<file path="config.mk">
export PLATFORM = sky130hd
export DESIGN_NAME = fwd_hazard_unit
export DESIGN_NICKNAME = d
export VERILOG_FILES = /design/src/rtl/fwd_pkg.sv /design/src/rtl/fwd_match.sv /design/src/rtl/fwd_hazard_unit.sv
export SDC_FILE = /design/constraint.sdc
export NUM_CORES = 1
export LEC_CHECK = 0
export CELL_PAD_IN_SITES_DETAIL_PLACEMENT = 0
export CELL_PAD_IN_SITES_GLOBAL_PLACEMENT = 2
export CORE_MARGIN = 2
export CORE_UTILIZATION = 33
export CTS_CLUSTER_DIAMETER = 200
export CTS_CLUSTER_SIZE = 12
export DETAILED_ROUTE_END_ITERATION = 6
export PLACE_DENSITY = 0.89
export SYNTH_ARGS = -nofsm -noshare
export SYNTH_HDL_FRONTEND = slang
export SYNTH_SLANG_ARGS = --single-unit
export TNS_END_PERCENT = 20
</file>
<file path="constraint.sdc">
create_clock -name clk -period 2.3 [get_ports clk]
set_clock_uncertainty 0.1 [all_clocks]
set_input_delay 0.46 -clock clk [delete_from_list [all_inputs] [get_ports clk]]
set_output_delay 0.46 -clock clk [all_outputs]
set_load 0.05 [all_outputs]
</file>
<file path="src/rtl/fwd_pkg.sv">
// Shared types, constants and helpers for the forwarding / load-use hazard unit.
// Register addresses are carried zero-extended to AW_MAX bits inside the unit.
package fwd_pkg;

  // Widest register-address width the tag struct can carry; AW must not exceed it.
  localparam int AW_MAX = 8;

  // Operand select values: 0 reads the register file, k picks source stage k.
  localparam int SEL_RF    = 0;
  localparam int SRC_EXMEM = 1;
  localparam int SRC_MEMWB = 2;

  typedef logic [AW_MAX-1:0] regAddr_t;

  typedef struct packed {
    logic     v;
    logic     we;
    regAddr_t rd;
    logic     load;
  } fwdTag_t;

  typedef struct packed {
    fwdTag_t  tag;
    regAddr_t rs;
    logic     rsEn;
    regAddr_t rt;
    logic     rtEn;
  } exSlot_t;

  localparam int TAG_W = $bits(fwdTag_t);

  // Register $0 is hard-wired, so a write to it never produces forwardable data.
  function automatic logic writesReg(fwdTag_t t, regAddr_t r);
    return t.v && t.we && (t.rd == r) && (r != '0);
  endfunction

endpackage

</file>
<file path="src/rtl/fwd_match.sv">
// Priority compare of one operand: bypass select for the EX consumer and an
// "unready load" flag for the same operand field of the instruction in ID.
module fwd_match
  import fwd_pkg::*;
#(
  parameter int DEPTH    = 2,
  parameter int LOAD_LAT = 1,
  parameter int SELW     = $clog2(DEPTH + 1)
) (
  input  logic [AW_MAX-1:0]      exReg,
  input  logic                   exEn,
  input  logic [AW_MAX-1:0]      idReg,
  input  logic                   idEn,
  input  logic [TAG_W-1:0]       exTag,
  input  logic [DEPTH*TAG_W-1:0] srcTags,
  output logic [SELW-1:0]        sel,
  output logic                   loadHazard
);

  fwdTag_t [DEPTH:1] srcArr;
  // Position-indexed view for the ID check: 0 = EX slot, k = src[k].
  fwdTag_t [DEPTH:0] cand;
  logic              nearestIsLoad;

  assign srcArr = srcTags;
  assign cand   = {srcArr, fwdTag_t'(exTag)};

  // Scanning from the oldest stage down lets the youngest match overwrite older ones.
  always_comb begin
    sel = SELW'(SEL_RF);
    for (int k = DEPTH; k >= 1; k--) begin
      if (exEn && writesReg(srcArr[k], exReg)) sel = SELW'(k);
    end
  end

  // Only positions below LOAD_LAT can stall; a nearer non-load writer shadows a load.
  always_comb begin
    nearestIsLoad = 1'b0;
    for (int p = LOAD_LAT - 1; p >= 0; p--) begin
      if (writesReg(cand[p], idReg)) nearestIsLoad = cand[p].load;
    end
    loadHazard = idEn && nearestIsLoad;
  end

endmodule

</file>
<file path="src/rtl/fwd_hazard_unit.sv">
// Multi-stage forwarding and load-use stall unit beside the ID/EX boundary.
// Optional FWD_STATS_EN adds a saturating stall-cycle counter output.
module fwd_hazard_unit
  import fwd_pkg::*;
#(
  parameter int AW       = 5,
  parameter int DEPTH    = 2,
  parameter int LOAD_LAT = 1,
  parameter int SELW     = $clog2(DEPTH + 1)
) (
  input  logic            clk,
  input  logic            rst_n,
  input  logic            flush,
  input  logic            id_valid,
  input  logic [AW-1:0]   id_rs,
  input  logic [AW-1:0]   id_rt,
  input  logic            id_rs_en,
  input  logic            id_rt_en,
  input  logic            id_we,
  input  logic [AW-1:0]   id_rd,
  input  logic            id_load,
  output logic            stall,
  output logic [SELW-1:0] fwd_a,
  output logic [SELW-1:0] fwd_b
`ifdef FWD_STATS_EN
  ,
  output logic [15:0]     stall_cycles
`endif
);

  exSlot_t           exQ;
  exSlot_t           exD;
  fwdTag_t [DEPTH:1] srcQ;
  regAddr_t          idRs;
  regAddr_t          idRt;
  regAddr_t          idRd;
  logic              hazA;
  logic              hazB;
  logic              bubble;

  always_comb begin
    idRs         = '0;
    idRt         = '0;
    idRd         = '0;
    idRs[AW-1:0] = id_rs;
    idRt[AW-1:0] = id_rt;
    idRd[AW-1:0] = id_rd;
  end

  // flush squashes the ID instruction, so it also masks any stall request.
  assign stall  = id_valid && !flush && (hazA || hazB);
  assign bubble = stall || flush || !id_valid;

  // NOTE: every field gets a default before the conditional update, so no latch is inferred.
  always_comb begin
    exD = '0;
    if (!bubble) begin
      exD.tag.v    = 1'b1;
      exD.tag.we   = id_we;
      exD.tag.rd   = idRd;
      exD.tag.load = id_load;
      exD.rs       = idRs;
      exD.rsEn     = id_rs_en;
      exD.rt       = idRt;
      exD.rtEn     = id_rt_en;
    end
  end

  // NOTE: the whole shadow pipeline is reset (not just the v bits) so tags never
  // carry X into the comparators; non-blocking assignment makes each stage take
  // its predecessor's pre-edge value.
  always_ff @(posedge clk or negedge rst_n) begin
    if (!rst_n) begin
      exQ  <= '0;
      srcQ <= '0;
    end else begin
      exQ             <= exD;
      srcQ[SRC_EXMEM] <= exQ.tag;
      for (int k = SRC_EXMEM + 1; k <= DEPTH; k++) begin
        srcQ[k] <= srcQ[k-1];
      end
    end
  end

  fwd_match #(
    .DEPTH   (DEPTH),
    .LOAD_LAT(LOAD_LAT),
    .SELW    (SELW)
  ) uMatchRs (
    .exReg     (exQ.rs),
    .exEn      (exQ.tag.v && exQ.rsEn),
    .idReg     (idRs),
    .idEn      (id_rs_en),
    .exTag     (exQ.tag),
    .srcTags   (srcQ),
    .sel       (fwd_a),
    .loadHazard(hazA)
  );

  fwd_match #(
    .DEPTH   (DEPTH),
    .LOAD_LAT(LOAD_LAT),
    .SELW    (SELW)
  ) uMatchRt (
    .exReg     (exQ.rt),
    .exEn      (exQ.tag.v && exQ.rtEn),
    .idReg     (idRt),
    .idEn      (id_rt_en),
    .exTag     (exQ.tag),
    .srcTags   (srcQ),
    .sel       (fwd_b),
    .loadHazard(hazB)
  );

`ifdef FWD_STATS_EN
  always_ff @(posedge clk or negedge rst_n) begin
    if (!rst_n) begin
      stall_cycles <= '0;
    end else if (stall && (stall_cycles != 16'hFFFF)) begin
      stall_cycles <= stall_cycles + 16'd1;
    end
  end
`endif

endmodule
</file>
## After elaboration in Yosys (flattened, before gate mapping)

Cells that the tools add are included.
Widths: inputs -> output; s select.

- Bits of input ports: 23
- Register bits after elaboration: 49
- Output and inout bits: 5

- Mux-type cells: 7
- Reductions and logical operators: 34
- Eq/ne operators: 6

Operators by type and width:

| operator | count |
|---|---|
| $eq 8x8->1 | 4 |
| $reduce_bool 8->1 | 4 |
| $mux 29 | 1 |
| $logic_and 1x1->1 | 25 |
| $eq 8x5->1 | 2 |
| $mux 2 | 4 |
| $logic_or 1x1->1 | 3 |
| $logic_not 1->1 | 2 |
| $mux 1 | 2 |

## Depth between registers and ports, before layout

Gate-level depths: netlist (run 1).

- Depth in word-level cells: 10
- Mapped depth: 5
- Gate-level depth less buffers: 4

## Hierarchy

From an unflattened synthesis (run 1), not the netlist that was laid out.

- Cell total of the unflattened synthesis: 153
- Area total of the unflattened synthesis: 1778.0 µm²

Modules (own cells, without submodules):

| module | sequential area each (µm²) | cells an instance | times used | area an instance (µm²) |
|---|---|---|---|---|
| fwd_hazard_unit | 900.9 | 63 | 1 | 1104.8 |
| fwd_match | 0.0 | 45 | 2 | 336.6 |

## Worst setup path after synthesis (run 1)

No wires, ideal clock.

- Path type: reg2out
- Start: reg exQ[3] in the netlist's numbering
- End: out fwd_b[1]
- Data required time: 1.740 ns
- Stages on the path, launching flop included: 5
- Path slack: -1.129 ns
- Buffers on the path: 0
- Data arrival time: 2.869 ns
- Path through: dfrtp_1 > or4_1 > o211ai_2 > nor4_1 > nor3_1

- Longest elaborated chain between the ends: 6
- Elaborated cells on any way between the ends: 11
- Classes of those cells: eq/ne (2); mux (2); reduce/logical (7)

Ends and longest elaborated chain:

| item | RTL line | source |
|---|---|---|
| start: declaration | fwd_hazard_unit.sv:31 | `exSlot_t exQ;` |
| start signal: assignment | fwd_hazard_unit.sv:74 | `exQ <= '0;` |
| start signal: assignment | fwd_hazard_unit.sv:77 | `exQ <= exD;` |
| $eq 8x8->1 | fwd_pkg.sv:34 | `return t.v && t.we && (t.rd == r) && (r != '0);` |
| $logic_and 1x1->1 (2 in series) | fwd_pkg.sv:34 |  |
| $logic_and 1x1->1 | fwd_match.sv:32 | `if (exEn && writesReg(srcArr[k], exReg)) sel = SELW'(k);` |
| $mux 2 | fwd_match.sv:32 |  |
| $mux 2 * | fwd_match.sv:32 |  |
| end: declaration | fwd_hazard_unit.sv:24 | `output logic [SELW-1:0] fwd_b` |

Every way passes the cells marked *; elsewhere a longest branch is shown, timed or not.

## Worst setup path in the final report (run 1)

- Start: reg exQ[2] in the netlist's numbering
- End: out fwd_b[1]

Same word-level chain as after synthesis.

==> run summary, run 1 <==
Status = finished with violations
Failing checks = negative setup slack
Detail Placement HPWL = 2549 um
Max IR drop VDD = 0.2084 mV
# rows = 24
DIE HEIGHT = 71.57 um
Setup TNS = -0.1886 ns
Syn_nets = 159
Clk pwr share = 38.7%
Period utilization = 105.0%
CP startpoint = exQ[2]
Clock sink count = 34
Capturing point of the worst reg2reg path = exQ[1]
Register bit total from synthesis = 34
RSZ-0062 raised after global routing = yes
TritonCTS clock tree = built
Filler cell count = 400
Pwr Density = 598.2 nW/um^2
Clk Latency, worst-skew pair = 0.28 ns
Pre-antenna DRT Iters = 4
Cell Area, Synth = 1506 sq um
Most frequent cells in the layout = 34 x dfrtp_1, 22 x nand2_1, 19 x nor3_1, 16 x buf_4, 15 x xnor2_1
DR iter-0 viols = 32
Via count = 1,141
Initial core utilization = 34.36%
Gr ovfl total = 0
First-pass GRT wire length = 5740 um
Worst Path Required = 1.74 ns
CTS Buf Count = 5
Synth-to-layout area growth = 45.18%
Final Hold Vio Count = 0
Setup slack, reg-to-reg = 0.62 ns
Setup crit start kind = flip-flop
I/O Pins = 28
Routed len/inst = 14.31 um
Comb pwr share = 11.8%
Critical path peak fanout = 3
Number of port buffers = 27
# setup viols final = 2
# hold bufs at CTS = 0
Max Cap Viol = 0
Total Routing Usage GR = 14.92%
FF+latch area = 850.8 sq um
Final core occ = 49.89%
Clock buffer depth = 2
GPL Wtd Cong = 0.8476
Commonest non-fill, non-tap cell in the layout = dfrtp_1
Core area = 4384 sq um
Part of the power in registers = 49.5%
Depth of the most critical reg-to-reg path = 5
Int Pwr = 1.008 mW
Number of global-route vias before repair = 1,228
Net count reported at finish = 204
Sw frac = 22.96%
Sequential cell area fraction in the yosys report = 56.48%
Switching power = 0.3004 mW
Share of cells above drive strength 1 = 24.73%
Synth cell types = 21
Slew Viols, Final = 0
Initial antenna violation count = 0
Hold crit path type = reg2reg
Largest cells by area after synthesis = dfrtp_1 56%, xnor2_1 9.9%, nor3_1 6.6%
Post-synth top area cell = dfrtp_1
Die area = 5122 sq um
Synth warn = 0
Fmax = 414.2 MHz
Worst slew pin tran = 0.4194 ns
Area of the multi-input gates = 735.7 sq um
Fin crit period = 2.415 ns
Dpl ws = -0.2562 ns
Worst r2r src = exQ[23]
Diode count = 0
Drt total wl = 3349 um
Cells after Synth = 136
H-Tree Depth = 2
Post-route setup slack = -0.1146 ns
CP Capture Type = output port
Die span in x = 71.57 um
WHS = 0.2805 ns
Count of antenna-violating nets left after detailed routing = 0
Register clock-pin slew on the reported worst setup and hold paths = 0.07 ns
Pwr Total = 1.308 mW
Crit path DAT = 1.85 ns
Worst slew margin = 72.04%
Via density = 4.876
# DRC = 0
Largest net degree at the start of global routing = 35
Clock Tree Root = clkbuf_8
Share of the synthesized area in the top cell type = 56.48%
CP endpoint = fwd_b[1]
Critical path type = reg2out
Leak = 0.9843 nW
Mapped Avg Cell Area = 11.08 sq um
worst min path at each step:
stage              from  endpoint  slack, ns  cells past startpoint
6_report       srcQ[10]  srcQ[21]       0.28                      0
3_5_place_dp   srcQ[10]  srcQ[21]       0.27                      0
4_1_cts        srcQ[10]  srcQ[21]       0.28                      0
3_3_place_gp   srcQ[10]  srcQ[21]       0.26                      0
2_1_floorplan     rst_n    exQ[0]       0.06                      0
5_1_grt        srcQ[10]  srcQ[21]       0.29                      0
synth_stat cells (all sizes together):
library cell,n
a2111oi,1
buf,4
clkbuf,2
dfrtp,34
inv,1
nand2,22
nand3,1
nand4,5
nor2,1
nor2b,1
nor3,21
nor3b,1
nor4,6
o2111ai,1
o211ai,2
o21a,2
o41ai,1
or4,2
xnor2,17
xor2,11
cell type report:
class / count / share of cell area (%)
Sequential cell: 34 / 38.90
Timing Repair Buffer: 44 / 19.28
Tap cell: 52 / 2.975
Clock buffer: 8 / 5.034
Multi-Input combinational cell: 95 / 33.64
Inverter: 1 / 0.1716
kinds of logic after synthesis:
group	synth area share (%)
buffers and inverters	2.076
DFF	56.48
AOI/OAI and AO/OA	5.315
and+or+nand+nor	19.85
xor gates and xnor gates	16.28
worst max-delay path, stage by stage (launching register included):
cell and delay, ns:
dfrtp_1 0.41, or4_4 0.54, o211ai_2 0.23, nor4_4 0.07
nor3_4 0.15, buf_12 0.16
state kept, by name (all words and copies together) (netlist names):
register	cells
srcQ	14
exQ	20
through the flow:
| stage | instances | area (sq um) |
|---|---|---|
| 2_1_floorplan | 136 | 1554 |
| 3_3_place_gp | 222 | 2003 |
| 3_5_place_dp | 222 | 2003 |
| 4_1_cts | 234 | 2167 |
| 5_1_grt | 234 | 2187 |
| 6_report | 234 | 2187 |
repair_timing:
item                                    4_1_cts  5_1_grt
gates resized for setup                      17        4
endpoints found under the setup margin        5        5
buffers inserted                              4        0
cloned                                        0        0
pin swaps                                    10        3
power by group through the flow:
stage / logic (mW) / registers (mW) / clock network [mW]
global placement: 0.142 / 0.658 / 0
detailed placement: 0.148 / 0.658 / 0
finish: 0.155 / 0.648 / 0.506
floorplan: 0.0664 / 0.650 / 0
CTS: 0.154 / 0.647 / 0.518
global route: 0.170 / 0.650 / 0.544
routing by layer:
| metal | wire length (um) | GRT usage, % |
|---|---|---|
| met5 | 0 | 0 |
| met4 | 53 | 6.499 |
| met3 | 160 | 4.782 |
| met2 | 1705 | 24.38 |
| met1 | 1429 | 18.12 |
Power figures use the tool's default switching activity.
==> inputs of run 2 (changes only) <==
- CORE_ASPECT_RATIO: not set -> 1.75
- REMOVE_ABC_BUFFERS: not set -> 1
==> run 2 against run 1 <==
Net effect:
- the run still ends with negative setup slack left
- sequential share of layout area rose by 0.61 points
- wire length is 2.4% lower
- global-route usage up 0.16 points
- critical path depth grew 1
- utilization shrank 0.99 points
- sequential power is 0.6% lower
- first-iteration DRC count fell by 84%
- register-to-register slack better by 0.02 ns
- count of clock-buffer cells in the layout fell by 1
- critical endpoint unchanged
- largest power group unchanged
==> run summary, run 2 (same netlist as run 1, synthesis figures left out) <==
Die span in x = 55.08 um (-23%)
Post-route setup slack = -0.1366 ns (-0.02204 ns)
DIE HEIGHT = 93.38 um (+30%)
Status = finished with violations
Critical path type = reg2out
Largest net degree at the start of global routing = 35 (unchanged)
Count of antenna-violating nets left after detailed routing = 0 (unchanged)
Drt total wl = 3270 um (-2.4%)
Pre-antenna DRT Iters = 4 (unchanged)
Worst path slowest cell = or4_4
Max reg flops = 20 (unchanged)
Failing checks = negative setup slack
Max Cap Viol = 0 (unchanged)
Leak = 0.9806 nW (-0.38%)
Via density = 4.923 (+0.96%)
Worst slew pin tran = 0.3973 ns (-0.02211 ns)
Detail Placement HPWL = 2587 um (+1.5%)
TritonCTS clock tree = built
Commonest non-fill, non-tap cell in the layout = dfrtp_1
Pwr Density = 575.3 nW/um^2 (-3.8%)
Most frequent cells in the layout = 34 x dfrtp_1, 22 x nand2_1, 20 x nor3_1, 18 x buf_4, 15 x xnor2_1
GPL Wtd Cong = 0.8015 (-5.4%)
First-pass GRT wire length = 5444 um (-5.2%)
Clock buffer depth = 2 (unchanged)
Worst slew margin = 73.52% (+1.5 points)
Number of port buffers = 27 (unchanged)
Final core occ = 48.89% (-0.99 points)
Clock Tree Root = clkbuf_8
Core area = 4404 sq um (+0.46%)
Fmax = 410.4 MHz (-0.90%)
Via count = 1,152 (+0.96%)
Clock sink count = 34 (unchanged)
Initial core utilization = 34.20% (-0.16 points)
Clk Latency, worst-skew pair = 0.28 ns (about the same)
Largest stage delay, worst path = 0.54 ns (about the same)
RSZ-0062 raised after global routing = yes
I/O Pins = 28 (unchanged)
Crit path DAT = 1.88 ns (+0.03 ns)
Critical path cell sequence = or4_4 > o211ai_2 > nor4_2 > nor3_1 > buf_4 > buf_12
# DRC = 0 (unchanged)
Slew Viols, Final = 0 (unchanged)
Share of cells above drive strength 1 = 25.14% (+0.41 points)
Hold crit path type = reg2reg
CTS Buf Count = 5 (unchanged)
Initial antenna violation count = 0 (unchanged)
Worst Path Required = 1.74 ns (about the same)
Dpl ws = -0.2232 ns (+0.03292 ns)
Final Hold Vio Count = 0 (unchanged)
DR iter-0 viols = 5 (-84%)
Number of global-route vias before repair = 1,215 (-1.1%)
Fin crit period = 2.437 ns (+0.02204 ns)
Register clock-pin slew on the reported worst setup and hold paths = 0.06 ns (about the same)
Net count reported at finish = 205 (+0.49%)
Synth-to-layout area growth = 42.94%
H-Tree Depth = 2 (unchanged)
# setup viols final = 3 (+1)
Die area = 5143 sq um (+0.42%)
CP Capture Type = output port
Critical path peak fanout = 2 (-1)
Biggest registers after layout = exQ x20, srcQ x14
Diode count = 0 (unchanged)
Max IR drop VDD = 0.4638 mV (+120%)
# rows = 32 (+33%)
Gr ovfl total = 0 (unchanged)
Total Routing Usage GR = 15.09% (+0.16 points)
Routed len/inst = 13.97 um (-2.4%)
Period utilization = 105.9% (+0.96 points)
Setup crit start kind = flip-flop
Register with the most flip-flops = exQ
-- run 2: timing repair --
| item | in CTS | in global routing |
|---|---|---|
| pin swaps | 10 | 3 |
| gates resized for setup | 21 | 2 |
| buffers inserted | 1 | 2 |
| setup endpoints to repair | 4 | 5 |
| hold buffers | 0 | 0 |
-- run 2: path summary, 6_finish.rpt --
check                               from  endpoint  slack (ns)  depth (start not counted)
max in group asynchronous          rst_n  srcQ[15]        1.33                          2
worst max-delay path              exQ[2]  fwd_b[1]       -0.14                          6
min in group asynchronous          rst_n   exQ[19]        0.48                          2
worst max register to register   exQ[23]    exQ[5]        0.64                          5
worst min register to register  srcQ[10]  srcQ[21]        0.28                          0
worst min-delay path            srcQ[10]  srcQ[21]        0.28                          0
-- run 2: cell type report --
class | count | area [sq um]
Clock inverter | 1 | 5.005
Tap cell | 51 | 63.81
Inverter | 1 | 3.754
Sequential cell | 34 | 850.8
Clock buffer | 7 | 86.33
Timing Repair Buffer | 45 | 434.2
Fill cell | 437 | 2251
Multi-Input combinational cell | 95 | 709.4
-- run 2: per-layer routing --
metal / wire length, um / up-vias / track usage (%)
met3: 130 / 8 / 2.236
met5: 0 / - / 0
met4: 94 / 0 / 8.130
li1: - / 562 / -
met2: 1983 / 35 / 28.57
met1: 1062 / 547 / 14.09
-- run 2: power by group --
| group | internal (mW) | leakage, nW | switching [mW] | total [mW] |
|---|---|---|---|---|
| clock | 0.241 | 0.0482 | 0.196 | 0.437 |
| sequential | 0.622 | 0.456 | 0.0225 | 0.644 |
| combinational | 0.0849 | 0.477 | 0.0725 | 0.157 |
| total | 0.948 | 0.981 | 0.291 | 1.24 |
-- run 2: stage by stage --
step           setup TNS (ns)  instances  power (mW)  cell area (sq um)  hold WS [ns]
2_1_floorplan          -14.10        130      0.7101               1479       0.06441
3_3_place_gp          -0.2064        223      0.7987               1982        0.2586
3_5_place_dp          -0.2232        223      0.8031               1982        0.2668
4_1_cts               -0.2823        232       1.254               2127        0.2812
5_1_grt               -0.5936        234       1.300               2153        0.2947
6_report              -0.2339        234       1.239               2153        0.2764
-- run 2: worst max-delay path: cells and delay by family, from the launching register on --
family                 cells  cell delay [ns]
AOI/OAI and AO/OA          1             0.21
buffers and inverters      2             0.26
DFF                        1             0.38
and+or+nand+nor            3             0.75
